==> config.mk <==
export PLATFORM = sky130hd
export DESIGN_NAME = truth_table_sweeper
export DESIGN_NICKNAME = d
export VERILOG_FILES = /design/src/rtl/truth_table_sweeper.sv
export SDC_FILE = /design/constraint.sdc
export NUM_CORES = 1
export LEC_CHECK = 0
export CORE_ASPECT_RATIO = 2
export CORE_UTILIZATION = 45
export DETAILED_ROUTE_END_ITERATION = 7
export GPL_TIMING_DRIVEN = 1
export PLACE_DENSITY = 0.64
export SETUP_SLACK_MARGIN = 0.2
export SYNTH_ARGS = -nofsm -noshare
export SYNTH_HDL_FRONTEND = slang
export SYNTH_SLANG_ARGS = --single-unit
==> constraint.sdc <==
create_clock -name clk -period 2.9 [get_ports clk]
set_clock_uncertainty 0.15 [all_clocks]
set_input_delay 0.29 -clock clk [delete_from_list [all_inputs] [get_ports clk]]
set_output_delay 0.29 -clock clk [all_outputs]
set_load 0.005 [all_outputs]
==> src/rtl/truth_table_sweeper.sv <==
`timescale 1ns/1ps
// Purpose: sweeps {in1,in2,in3} 0..7 into one 3-input gate, captures its truth table and compares it to a code
//          (define TRUTH_TABLE_SWEEPER_MISMATCH_STOP_EN to end the sweep at the first mismatching row).
// Latency: 8*(SETTLE_CYCLES+1) busy cycles after start, then a one-cycle done; no backpressure, start ignored while busy.
module truth_table_sweeper #(
    parameter int SETTLE_CYCLES = 4
) (
    input  logic       clk,
    input  logic       rst,
    input  logic       start,
    input  logic [7:0] expected,
    output logic [2:0] dut_in,
    input  logic       dut_out,
    output logic       busy,
    output logic       done,
    output logic       pass,
    output logic [7:0] observed,
    output logic [2:0] first_fail
);

    localparam logic [1:0] S_IDLE   = 2'd0;
    localparam logic [1:0] S_SETTLE = 2'd1;
    localparam logic [1:0] S_SAMPLE = 2'd2;
    localparam logic [1:0] S_FINISH = 2'd3;

    localparam bit         ZERO_SETTLE = (SETTLE_CYCLES == 0);
    localparam logic [7:0] SETTLE_LAST = ZERO_SETTLE ? 8'd0 : 8'(SETTLE_CYCLES - 1);
    // With no settle time each row goes straight to its sample cycle.
    localparam logic [1:0] ROW_ENTRY   = ZERO_SETTLE ? S_SAMPLE : S_SETTLE;

    logic [1:0] state_q, state_d;
    logic [2:0] row_q, row_d;
    logic [7:0] cnt_q, cnt_d;
    logic [7:0] exp_q, exp_d;
    logic [7:0] acc_q, acc_d;
    logic       fail_seen_q, fail_seen_d;
    logic [2:0] fail_row_q, fail_row_d;
    logic       pass_q, pass_d;
    logic [7:0] observed_q, observed_d;
    logic [2:0] first_fail_q, first_fail_d;

    logic [2:0] bit_idx;
    logic [7:0] acc_new;
    logic       miss;
    logic       new_fail;
    logic       stop_now;

    // Row r maps to bit 7-r of the hex truth-table code.
    assign bit_idx = ~row_q;

    always_comb begin
        state_d      = state_q;
        row_d        = row_q;
        cnt_d        = cnt_q;
        exp_d        = exp_q;
        acc_d        = acc_q;
        fail_seen_d  = fail_seen_q;
        fail_row_d   = fail_row_q;
        pass_d       = pass_q;
        observed_d   = observed_q;
        first_fail_d = first_fail_q;

        acc_new          = acc_q;
        acc_new[bit_idx] = dut_out;
        miss             = (dut_out != exp_q[bit_idx]);
        new_fail         = miss && !fail_seen_q;
`ifdef TRUTH_TABLE_SWEEPER_MISMATCH_STOP_EN
        stop_now         = new_fail;
`else
        stop_now         = 1'b0;
`endif

        case (state_q)
            S_IDLE: begin
                if (start) begin
                    exp_d        = expected;
                    acc_d        = 8'd0;
                    fail_seen_d  = 1'b0;
                    fail_row_d   = 3'd0;
                    pass_d       = 1'b0;
                    observed_d   = 8'd0;
                    first_fail_d = 3'd0;
                    row_d        = 3'd0;
                    cnt_d        = 8'd0;
                    state_d      = ROW_ENTRY;
                end
            end
            S_SETTLE: begin
                cnt_d = cnt_q + 8'd1;
                if (cnt_q == SETTLE_LAST) begin
                    state_d = S_SAMPLE;
                end
            end
            S_SAMPLE: begin
                acc_d = acc_new;
                if (new_fail) begin
                    fail_seen_d = 1'b1;
                    fail_row_d  = row_q;
                end
                if (row_q == 3'd7 || stop_now) begin
                    // Results become visible together with done.
                    state_d      = S_FINISH;
                    observed_d   = acc_new;
                    pass_d       = (acc_new == exp_q);
                    first_fail_d = fail_seen_q ? fail_row_q : (miss ? row_q : 3'd0);
                end else begin
                    row_d   = row_q + 3'd1;
                    cnt_d   = 8'd0;
                    state_d = ROW_ENTRY;
                end
            end
            S_FINISH: begin
                state_d = S_IDLE;
            end
            default: begin
                state_d = S_IDLE;
            end
        endcase
    end

    always_ff @(posedge clk) begin
        if (rst) begin
            state_q      <= S_IDLE;
            row_q        <= 3'd0;
            cnt_q        <= 8'd0;
            exp_q        <= 8'd0;
            acc_q        <= 8'd0;
            fail_seen_q  <= 1'b0;
            fail_row_q   <= 3'd0;
            pass_q       <= 1'b0;
            observed_q   <= 8'd0;
            first_fail_q <= 3'd0;
        end else begin
            state_q      <= state_d;
            row_q        <= row_d;
            cnt_q        <= cnt_d;
            exp_q        <= exp_d;
            acc_q        <= acc_d;
            fail_seen_q  <= fail_seen_d;
            fail_row_q   <= fail_row_d;
            pass_q       <= pass_d;
            observed_q   <= observed_d;
            first_fail_q <= first_fail_d;
        end
    end

    assign dut_in     = row_q;
    assign busy       = (state_q == S_SETTLE) || (state_q == S_SAMPLE);
    assign done       = (state_q == S_FINISH);
    assign pass       = pass_q;
    assign observed   = observed_q;
    assign first_fail = first_fail_q;

endmodule

==> reports/summary.md <==
Run status
- finished, final reports clean — run status

Placed design
- 28 — number of buffers inserted by port buffering
- 2680 um2 — Post-DP Area
- 4100 um — estimated wirelength of the detail-placed design
- 0.513 ns — worst slack at placement
- 0.814 — Final Wtd Congestion

Logic synthesis
- 289 — synthesized net count
- 8.80 um2 — average size of a mapped cell
- dfxtp_1 — ys flop type
- 269 — synthesized instance count
- 0 — count of flip-flops with a built-in enable after synthesis
- 0% — post-synthesis async set-or-reset flop share
- 0 — yosys warns
- 45 — number of storage elements in the synthesis netlist
- 47 — number of unique standard cell types used by synthesis
- 2370 um2 — netlist area before placement
- 38.1% — sequential share of the synthesized area

Timing
- 83.4% — Final Cycle Share
- 0 — final hold vios
- 0.336 ns — final-layout worst hold slack
- 0 — Final Setup Violations
- 0.482 ns — post-route setup slack
- 0 ns — final total negative setup slack
- 0 — final number of max-transition violations
- 2.42 ns — Min Clock Period, post-route
- 0.669 ns — worst-margin pin slew
- no — RSZ-0062 raised after global routing
- 55.4% — tightest slew margin relative to the limit
- 414 MHz — maximum frequency from static timing analysis

Power and ir drop
- 1760 uW — total power draw
- 421 uV — worst voltage drop across the vdd grid
- 628 nW/um2 — power density relative to cell area
- 0.000981 uW — Static Leak

Die
- 29 — boundary pin count
- 5570 um2 — Total Die Area
- 105 um — die boundary height
- 46.5% — Initial Utilization
- 37 — number of rows in the core area
- 53.3 um — overall die width
- 5090 um2 — core area

Clocking
- 0.30 ns — clock latency at the later pin of the worst-skew pair
- 2 — buffer depth of the longest clock path
- 0 — post-CTS setup repair buffer count
- 45 — clk sinks
- 5 — total CTS buffers
- yes — TritonCTS clock tree
- 0 — number of hold-repair buffers added at the cts stage
- 0 — post_cts resized
- 2 — CTS H-Tree Depth
- 0.09 ns — clock transition at the registers of the reported paths
- clkbuf_8 — clock root buffer master

Setup path
- 13 — crit path max fanout
- flop — Worst Setup Start Kind
- 2.50 ns — arrival time of data at the critical path endpoint
- reg -> reg — critical path class
- flop — capturing element type of the critical path
- 2.99 ns — endpoint required time on the critical path

Detailed routing
- 15.9 um — average wire per cell in the routed design
- 4 — count of TritonRoute iterations in the first routing pass
- 41 — count of routing violations after the opening detailed-route iteration
- 0 — DRC viols
- 5600 um — wire length reported by the detailed router
- 5.79 — Avg Vias per Cell
- 2,039 — count of vias placed by the detailed router
- 0 — remaining antenna violation count after routing

Global routing
- 0 — Congestion Overflow GR
- 22.1% — total track usage
- 1,966 — via count of the first global-routing pass
- 38 — largest net degree at the start of global routing
- 0 — initial antenna violation count
- 9130 um — global-route wire length before repair

Layout
- 18.1% — layout overhead on the synthesized area
- 313 — number of nets at the end of the flow
- 2800 um2 — post-route cell area
- 504 — number of fillers in the final layout
- 0 — antenna cell count
- 9.18% — ratio of cells with drive above 1 in the final layout

Job
- 0 — number of max-cap violations

Worst hold path
- reg -> reg — worst min-delay path class

worst paths after layout:
path	startpoint	end	slack [ns]	depth (start not counted)
worst max register to register	dut_in[0]$_SDFFE_PP0P_	cnt_q[5]$_SDFFE_PP0P_	0.48	7
worst max-delay path	dut_in[0]$_SDFFE_PP0P_	cnt_q[5]$_SDFFE_PP0P_	0.48	7
worst min register to register	fail_row_q[0]$_SDFFE_PP0P_	fail_row_q[0]$_SDFFE_PP0P_	0.34	2
worst min-delay path	fail_row_q[0]$_SDFFE_PP0P_	fail_row_q[0]$_SDFFE_PP0P_	0.34	2
synth_stat cells (all sizes together) (3+ instances only):
master | count | area share, %
dfxtp | 45 | 38
nor2 | 30 | 4.8
nand2 | 23 | 3.6
a22oi | 21 | 6.7
a21oi | 20 | 4.2
clkbuf | 10 | 1.6
o21ai | 10 | 2.1
mux2 | 9 | 4.3
buf | 8 | 2.2
ha | 8 | 4.2
xnor2 | 8 | 3.0
xor2 | 7 | 2.6
nand4 | 6 | 1.6
mux2i | 5 | 2.1
nand2b | 5 | 1.3
nor3b | 5 | 2.1
a211oi | 3 | 0.95
a21o | 3 | 0.95
inv | 3 | 0.48
nand3 | 3 | 0.63
nand3b | 3 | 0.95
nor2b | 3 | 0.79
nor3 | 3 | 0.63
o2111ai | 3 | 1.1
o211ai | 3 | 0.95
flip-flops by register name, summed over array words and instances (netlist names):
name / cells
exp_q: 8
fail_seen_q: 1
fail_row_q: 3
observed: 8
acc_q: 8
pass: 1
dut_in: 3
cnt_q: 8
state_q: 2
first_fail: 3
stage by stage:
step	instances	util, %
finish	352	54.9
floorplan	269	-
detailed placement	344	52.7
global route	352	54.9
global placement	344	52.7
CTS	352	54.9
logic make-up (layout without fill, tap and decap cells):
family / after synthesis / after routing / synth area share (%)
buffers and inverters: 21 / 46 / 4.23
DFF: 45 / 45 / 38.1
xor gates and xnor gates: 15 / 15 / 5.55
AOI/OAI and AO/OA: 74 / 74 / 21.5
and+or+nand+nor: 92 / 92 / 20.0
adders and majority gates: 8 / 8 / 4.23
muxes: 14 / 14 / 6.40
layout make-up:
| class | count | area, um2 | share of cell area [%] |
|---|---|---|---|
| flip-flops and latches | 45 | 901 | 32.2 |
| multi-input cells | 203 | 1370 | 48.9 |
| inverters | 3 | 11.3 | 0.403 |
| well taps | 58 | 72.6 | 2.60 |
| clock buffers | 6 | 72.6 | 2.60 |
| repair buffers | 35 | 333 | 11.9 |
| clock inverters | 2 | 38.8 | 1.39 |
per-layer routing:
layer	up-vias	GRT usage, %	wire length [um]
li1	1021	-	-
met1	988	21.5	2160
met2	23	43.2	3260
met3	7	2.62	89
met4	0	7.89	86
met5	-	0	0
worst max-delay path: stages (launching register included):
cell     delay [ns]
dfxtp_1        0.44
ha_1           0.27
ha_1           0.26
nand2_1        0.16
nor3b_4        0.39
nand2_1        0.16
or3_1          0.37
a21oi_1        0.13
layout by cell type, fill, tap and decap left out, types with 2 or more instances in the layout:
cell              n
a22o_1            2
inv_1             3
buf_4             7
xor2_1            7
o211ai_1          3
nand3_1           3
a21oi_1          20
dfxtp_1          45
mux2i_1           5
nor2_1           30
nand3b_1          3
nor3_1            3
nor2b_1           3
o31ai_1           2
nand4_1           6
clkbuf_8          5
ha_1              8
clkdlybuf4s50_1  28
a211oi_1          3
mux2_2            9
a21o_1            3
xnor2_1           8
and3_1            2
a22oi_1          21
nand2_1          23
o21ai_0          10
nand2b_1          5
nor3b_1           4
o2111ai_1         3
report_power, final:
part	internal (uW)	switching (uW)	total, uW	leakage [uW]
Sequential	663	63.5	727	0.000364
Combinational	216	335	551	0.000562
Clock	259	219	477	0.0000554
Power figures use the tool's default switching activity.
